File: src/rtl/ls_down_timer.sv
// Loadable down-counter with reload register, one-shot/periodic modes and
// active-low borrow chain. Ports: D/LDL load, CIL enable, MODE, Q/QL/COL/TC/RUN.
module ls_down_timer #(
  parameter int WIDTH = 16
) (
  input  logic             CLK,
  input  logic             RSTL,
  input  logic [WIDTH-1:0] D,
  input  logic             LDL,
  input  logic             CIL,
  input  logic             MODE,
  output logic [WIDTH-1:0] Q,
  output logic [WIDTH-1:0] QL,
  output logic             COL,
  output logic             TC,
  output logic             RUN
);

  logic [WIDTH-1:0] rld;
  logic [WIDTH-1:0] q_nx;
  logic [WIDTH-1:0] rld_nx;
  logic             run_nx;
  logic             tc_nx;

  logic zero;
  logic ld;
  logic dec;
  logic term;

  assign zero = (Q == '0);
  assign ld   = ~LDL;
  assign dec  = LDL & ~CIL & RUN & ~zero;
  assign term = LDL & ~CIL & RUN & zero;

  // Borrow only when a terminal event is pending; load is ignored here
  assign COL = ~(~CIL & RUN & zero);
  assign QL  = ~Q;

  always_comb begin
    q_nx   = Q;
    rld_nx = rld;
    run_nx = RUN;
    tc_nx  = 1'b0;
    unique case (1'b1)
      ld: begin
        q_nx   = D;
        rld_nx = D;
        run_nx = 1'b1;
      end
      dec: begin
        q_nx = Q - WIDTH'(1);
      end
      term: begin
        tc_nx = 1'b1;
        if (MODE) begin
          q_nx = rld;
        end else begin
          run_nx = 1'b0;
        end
      end
      default: begin
      end
    endcase
  end

  always_ff @(posedge CLK or negedge RSTL) begin
    if (!RSTL) begin
      Q   <= '0;
      rld <= '0;
      RUN <= 1'b0;
      TC  <= 1'b0;
    end else begin
      Q   <= q_nx;
      rld <= rld_nx;
      RUN <= run_nx;
      TC  <= tc_nx;
    end
  end

endmodule
File: config.mk
export PLATFORM = sky130hd
export DESIGN_NAME = ls_down_timer
export DESIGN_NICKNAME = d
export VERILOG_FILES = /design/src/rtl/ls_down_timer.sv
export SDC_FILE = /design/constraint.sdc
export NUM_CORES = 1
export LEC_CHECK = 0
export ABC_AREA = 1
export CAP_MARGIN = 10
export CORE_MARGIN = 5
export CORE_UTILIZATION = 25
export DETAILED_ROUTE_END_ITERATION = 7
export PLACE_DENSITY = 0.53
export SLEW_MARGIN = 20
export SYNTH_ARGS = -nofsm -noshare
export SYNTH_HDL_FRONTEND = slang
export SYNTH_SLANG_ARGS = --single-unit
File: constraint.sdc
create_clock -name CLK -period 1.95 [get_ports CLK]
set_input_delay 0.195 -clock CLK [delete_from_list [all_inputs] [get_ports CLK]]
set_output_delay 0.195 -clock CLK [all_outputs]
set_load 0.005 [all_outputs]
==> results of run 1 <==
[critical path: stages (launching register included)]
cell,delay [ns]
dfrtp_1,0.41
inv_1,0.11
ha_2,0.21
nand2_2,0.09
nor2_8,0.14
nand3_4,0.11
dlygate4sd2_1,0.28
[where the power goes]
group | internal [W] | total (W) | switching (W)
combinational | 0.000308 | 0.000637 | 0.000329
sequential | 0.000776 | 0.000837 | 0.0000611
clock | 0.000285 | 0.000547 | 0.000262
[metal layers]
layer | up-vias | wire length, um | track usage (%)
li1 | 1125 | - | -
met1 | 967 | 3009 | 17.66
met2 | 52 | 3107 | 20.87
met3 | 6 | 285 | 2.079
met4 | 0 | 82 | 3.984
met5 | - | 0 | 0
[kinds of logic after synthesis]
kind of cell	after synthesis	share of synthesized area (%)
adders and majority gates	2	1.150
and+or+nand+nor	222	46.87
buffers and inverters	42	8.396
DFF	34	39.10
xor gates and xnor gates	2	0.8052
AOI/OAI and AO/OA	16	3.680
[layout make-up]
| class | instances | area, sq um |
|---|---|---|
| Tap cell | 108 | 135.1 |
| Clock buffer | 7 | 86.33 |
| Clock inverter | 1 | 5.005 |
| Multi-Input combinational cell | 242 | 1164 |
| Timing Repair Buffer | 70 | 661.9 |
| Inverter | 36 | 142.6 |
| Fill cell | 944 | 5548 |
| Sequential cell | 34 | 850.8 |
[metrics by stage]
step,hold WS (ns),utilization (%)
after floorplan,-0.1006,-
after global placement,0.4538,34.11
after detailed placement,0.4571,34.11
after CTS,0.3400,35.31
after global routing,0.3775,35.44
final,0.3247,35.44
[flip-flops by register name, summed over array words and instances (netlist names)]
signal  count
TC          1
Q          16
RUN         1
rld        16
[timing repair]
action | CTS | global route
resized for setup | 4 | 2
gates cloned | 0 | 0
endpoints found under the setup margin | 1 | 7
[worst max-delay path by stage]
stage / cells past startpoint / slack [ns] / to / startpoint
after detailed placement: 10 / 0.08 / Q[1] / Q[1]
final: 6 / 0.1 / COL / Q[1]
after global placement: 10 / 0.09 / Q[1] / Q[1]
after global routing: 10 / -0.001 / Q[4] / Q[1]
after CTS: 6 / 0.07 / COL / Q[1]
after floorplan: 10 / 0.32 / Q[6] / Q[0]
[placed cells by master (no fill, tap or decap)]
cell / instances
o21ai_0: 7
dfrtp_1: 34
nand4_4: 1
xor2_1: 2
inv_2: 1
a21oi_1: 4
clkinv_2: 1
clkbuf_8: 6
nor2_2: 4
buf_4: 15
dlygate4sd2_1: 1
nand4_1: 8
ha_2: 1
clkbuf_1: 1
nand3_1: 25
nor2_4: 3
nor2_8: 3
ha_1: 1
inv_4: 3
nand3_4: 1
nand2_4: 2
nand2_8: 1
clkdlybuf4s50_1: 54
nand2_2: 4
o21ai_1: 5
inv_1: 32
nor2_1: 32
nand2_1: 138
==> run summary, run 1 <==
The number of cells in the design after placement came out at 490. The worst setup path is of the reg -> out kind. The max-slew headroom at the worst pin is about 70%. The total negative slack is 0 ns. The pin count of the biggest net entering global routing came out at 35. By area the synthesized netlist is led by dfrtp_1, nand2_1, nand3_1, inv_1, nor2_1.

The initial core utilization is 25.32%. The net count after synthesis is about 340. The post-cts hold buffer count came out at 0. Cells with a size suffix above 1 make up between 10% and 20% of the layout. In the synthesized netlist the dominant register cell turns out to be dfrtp_1.

The minimum period implied by the final worst setup slack is around 1.9 ns. The slew at the pin closest to its max-slew limit is 0.4559 ns. The cell type contributing the most total cell area after synthesis is dfrtp_1. The number of clock sinks seen by CTS is 34. The worst setup path is captured at an output pin. The required time of the critical path is around 1.8 ns.

The final layout contains 412 nets. A synthesized cell averages 6.842 sq um. Relative to the synthesized area, the layout overhead comes to 39.97%.

The reported leakage power came out at between 1.5 and 2 nW. The final clock skew is roughly 0.007 ns. The chip width is 103.3 um. The number of distinct standard cells referenced by the synthesized netlist came out at 24. Measured in cells, the most critical reg-to-reg path has a length of 10. The count of buffers from port buffering came out at between 50 and 60. The number of warning messages in the yosys log is 0. Leaving out filler cells and counting taps, the final layout contains between 400 and 500. The average detailed-routed wire length per instance came out at about 13 um.

Dividing total power by cell area gives a power density of 663.7 mW/mm^2. Clock-pin slew was measured on the worst setup and hold paths at approximately 0.070 ns. The maximum resistive drop on vdd is 0.2092 mV.

After floorplanning, the core was divided into 34 placement rows. The area of all placed cells without fillers came out at roughly 0.0030 sq mm. The setup slack of the critical path after layout is between 0.09 and 0.1 ns. The gate count after technology mapping came out at ~320. The number of antenna diodes in the final layout is 0.

The global placement routability congestion is 0.8274. The setup slack on the worst flop-to-flop path came out at 0.13 ns. The worst register-to-register path ends at Q[5]. The detailed-route wire length came out at around 6500 um. The number of maximum-capacitance constraint violations is 0. During I/O placement, the number of pins put on the boundary was 56. The all-layer global routing usage is between 10% and 20%.

The die outline height came out at between 100 and 150 um. The flip-flop and latch count after synthesis is 34. Once detail routing completed, the nets flagged for antenna violations numbered 0. By count the netlist is led by nand2_1, dfrtp_1, inv_1, nor2_1, nand3_1.

The maximum clock insertion buffer count is 2. The critical-path maximum fanout came out at 6. The source of the worst register-to-register timing path is Q[1].

For this run, design rule violations remaining after detail routing come to 0. Setup repair after global routing could not meet its margin everywhere. STA classifies the critical path startpoint as a register. Counting the buffers created by CTS gives 5.

The initial antenna violation count came out at 0. The insertion delay of the later-clocked pin in the worst-skew pair is roughly 0.29 ns. By instance count, the leading cell after synthesis is nand2_1. TritonCTS built the clock tree. The maximum clock frequency is 539.7 MHz. The final cycle utilization of the critical path came out at a little over nine tenths. Summing the sequential cell areas from Yosys gives around two fifths of the chip area. The floorplan step defined a die boundary enclosing between 0.01 and 0.015 sq mm. The tightest min-delay check is of the in -> async type. Timing analysis after detailed placement gives a worst setup slack of 0.08428 ns. The total setup violations reported at the end of the flow is 0. The final-report hold violation count was 0. The root buffer cell chosen for the clock tree is clkbuf_8.

Data on the critical path arrives at its endpoint at between 1.5 and 2 ns. The run finished with clean final reports. The total power draw came out at a little over 0.002 W. The first global-routing pass estimated around 11,000 um of wire. The starting DRC count in detailed routing came out at roughly 160.

The post-CTS repair timing setup buffer count came out at 0. Before antenna repair, the detailed router went through 5 iterations. The total grt overflow is 0. The total number of vias is between 2,000 and 2,500. The synthesized design contains 0 enable-type register cells. After synthesis the cells add up to ~0.0022 sq mm. The placed cell area came out at a little under 0.003 sq mm. The via count of the first global-routing pass was approximately 2,100. Of all flip-flops after synthesis, the portion carrying an async set or reset was between 90% and 100%. The vias per cell is between 4 and 5.

The half-perimeter wire length of the detailed placement result came out at ~5100 um. The placeable core area is about 0.0086 sq mm. In this run the biggest area consumer among cell types represents 39.10% of the synthesized area. The number of max-slew violations in the final report came to 0. The number of H-tree levels is 2.
Note: power is estimated with default switching activity, not from simulation.
==> run 2, diff against run 1 <==
--- a/config.mk
+++ b/config.mk
@@ -11,7 +11,6 @@
 export CORE_UTILIZATION = 25
 export DETAILED_ROUTE_END_ITERATION = 7
 export PLACE_DENSITY = 0.53
-export SLEW_MARGIN = 20
 export SYNTH_ARGS = -nofsm -noshare
 export SYNTH_HDL_FRONTEND = slang
 export SYNTH_SLANG_ARGS = --single-unit
==> results of run 2 <==
Final layout, timing and power as in run 1 (identical DEF).
==> run 3, diff against run 2 <==
==> constraint.sdc (replaced) <==
create_clock -name CLK -period 2.37 [get_ports CLK]
set_input_delay 0.237 -clock CLK [delete_from_list [all_inputs] [get_ports CLK]]
set_output_delay 0.237 -clock CLK [all_outputs]
set_load 0.005 [all_outputs]
==> run summary, run 3 (synthesized netlist as in run 1, its figures left out) <==
The run finished with clean final reports. The average detailed-routed wire length per instance came out at between 10 and 15 um. The via count of the first global-routing pass is 1,951. Along the worst path, the maximum fanout reaches 8. For the pin with the worst max-slew slack, the measured transition is about 0.44 ns. The top-level I/O count came out at between 50 and 60.

In the layout the commonest cells are nand2_1, clkdlybuf4s50_1, dfrtp_1. TritonCTS built the clock tree. The die is between 100 and 150 um tall.

The insertion delay of the later-clocked pin in the worst-skew pair is 0.29 ns. The placement row count came out at 34. The final clock skew came out at around 0.0034 ns.

The endpoint class of the critical path is an output pin. The depth of the worst register-to-register path is 9. The floorplan step set the die width to roughly 100 um. Once detailed placement completed, the half-perimeter wirelength came to 4857 um. The post-cts hold buffer count came out at 0. After detailed routing, the total wire length is 6299 um.

Global routing consumed, over all layers together, roughly 12% of the routing resources. In the final layout, the registers with the most flip-flops are Q x16, rld x16. The worst register-to-register path has a setup slack of 0.51 ns.

The total negative slack came out at 0 ns. The pin count of the biggest net entering global routing came out at 35. The reported leakage power came out at around 1.5 nW.

The number of cells in the design after placement came out at ~480. Derived from the worst setup path, the maximum achievable clock frequency is 449.6 MHz. The starting DRC count in detailed routing is between 100 and 150. The stage delay of the slowest cell on the critical path is ~0.48 ns. Post-CTS timing repair inserted 0 buffers for setup. The post-route antenna net violation count came out at 0.

The critical path class is reg -> out. The number of non-filler instances in the completed layout is just under 500. The global placement routability congestion came out at about 0.84. The total number of vias is 2,108. The library cell used most frequently in the layout, excluding fill and tap cells, is nand2_1. The critical path depth is 6. The H-tree was split into 2 levels. The worst hold path belongs to the class in -> async. The number of buffers and inverters on the critical path came out at 2.

The clock-pin transition on the worst setup and hold timing paths came out at about 0.08 ns. The clock buffer count from CTS came out at 5. The final-report hold violation count came out at 0.

The worst-case IR drop observed on VDD is 0.2435 mV. In the routed layout, each cell is associated on average with a via count of ~4.3. The global-route wire length before repair came out at between 10,000 and 15,000 um. The antenna diode instance count is 0. The initial antenna violation count came out at 0. The worst path needs about 2.2 ns of the cycle, external delays included. For this run, the post-layout net count is between 300 and 400. Setup repair after global routing left no endpoint under its margin. Summing all placed instances gives a cell area of about 0.0028 sq mm.

The signal on the critical path passes through inv_1 -> ha_1 -> nand2_1 -> nor2_8 -> nand3_4 -> clkdlybuf4s50_1. The root buffer cell chosen for the clock tree is clkbuf_8. The data arrival time of the critical path is 1.99 ns. The area of all placed cells without fillers is just under 0.003 sq mm. The total setup violations reported at the end of the flow came out at 0. The required time of the critical path came out at approximately 2.1 ns. Relative to the synthesized area, the layout overhead comes to 35.82%. The max-slew headroom at the worst pin is a little over two thirds. The placeable core area came out at 0.008593 sq mm. In the finished design, the share of the clock period the worst path needs comes to between 90% and 100%. The cell with the largest stage delay on the worst path is clkdlybuf4s50_1.

In this design, the largest share of critical-path delay is due to buffers and inverters. The maximum clock insertion buffer count is 2. The die covers roughly 0.011 sq mm. Power spread over the standard cell area amounts to slightly below 600 mW/mm^2. The first detailed-routing pass took 4 iterations.

The total power draw is 0.001718 W. The worst register-to-register path ends at Q[4]. STA classifies the critical path startpoint as a register. In this run the tool buffered the top-level ports with between 50 and 60 buffer cells. The post-cts gate resize count came out at 0.

The number of max-slew violations in the final report is 0. The startpoint identified for the worst register-to-register timing path is Q[0]. The number of clock sinks seen by CTS came out at 34. The number of maximum-capacitance constraint violations came out at 0. The initial core utilization came out at around 25%.

The total grt overflow came out at 0. The fraction of final layout cells with drive strength greater than 1 is approximately 8.5%. For this run, design rule violations remaining after detail routing come to 0.
-- run 3: metal layers --
layer / track usage (%) / wire length (um) / up-vias
li1: - / - / 1102
met3: 2.347 / 281 / 5
met5: 0 / 0 / -
met4: 3.586 / 78 / 0
met2: 19.24 / 2979 / 44
met1: 17.54 / 2959 / 957
-- run 3: power by group --
group | switching, W | leakage [nW] | internal, W
sequential | 0.0000645 | 0.411 | 0.000638
clock | 0.000231 | 0.0504 | 0.000313
combinational | 0.000244 | 1.05 | 0.000228
-- run 3: layout make-up --
class | count | area, sq um
Clock inverter | 3 | 45.04
Clock buffer | 5 | 68.82
Tap cell | 108 | 135.1
Fill cell | 932 | 5638
Inverter | 36 | 140.1
Sequential cell | 34 | 850.8
Timing Repair Buffer | 57 | 565.5
Multi-Input combinational cell | 242 | 1150
-- run 3: worst max-delay path by stage --
stage	startpoint	to	slack, ns
2_1_floorplan	Q[0]	Q[6]	0.74
3_3_place_gp	CIL	COL	0.37
3_5_place_dp	CIL	COL	0.36
4_1_cts	Q[0]	COL	0.07
5_1_grt	Q[0]	COL	0.05
6_report	Q[0]	COL	0.15
-- run 3: worst register-to-register path, delay by kind of cell (launching register included) --
| family | cells | cell delay [ns] |
|---|---|---|
| AOI/OAI and AO/OA | 1 | 0.07 |
| adders and majority gates | 1 | 0.20 |
| buffers and inverters | 2 | 0.27 |
| DFF | 1 | 0.39 |
| and+or+nand+nor | 5 | 0.81 |
-- run 3: stage by stage --
stage,setup WS (ns),hold WS [ns],util (%)
after CTS,0.07186,0.3698,34.30
after global placement,0.3692,0.4565,32.98
final,0.1456,0.3503,34.39
after floorplan,0.7380,-0.05859,-
after detailed placement,0.3570,0.4652,32.98
after global routing,0.04647,0.4054,34.39
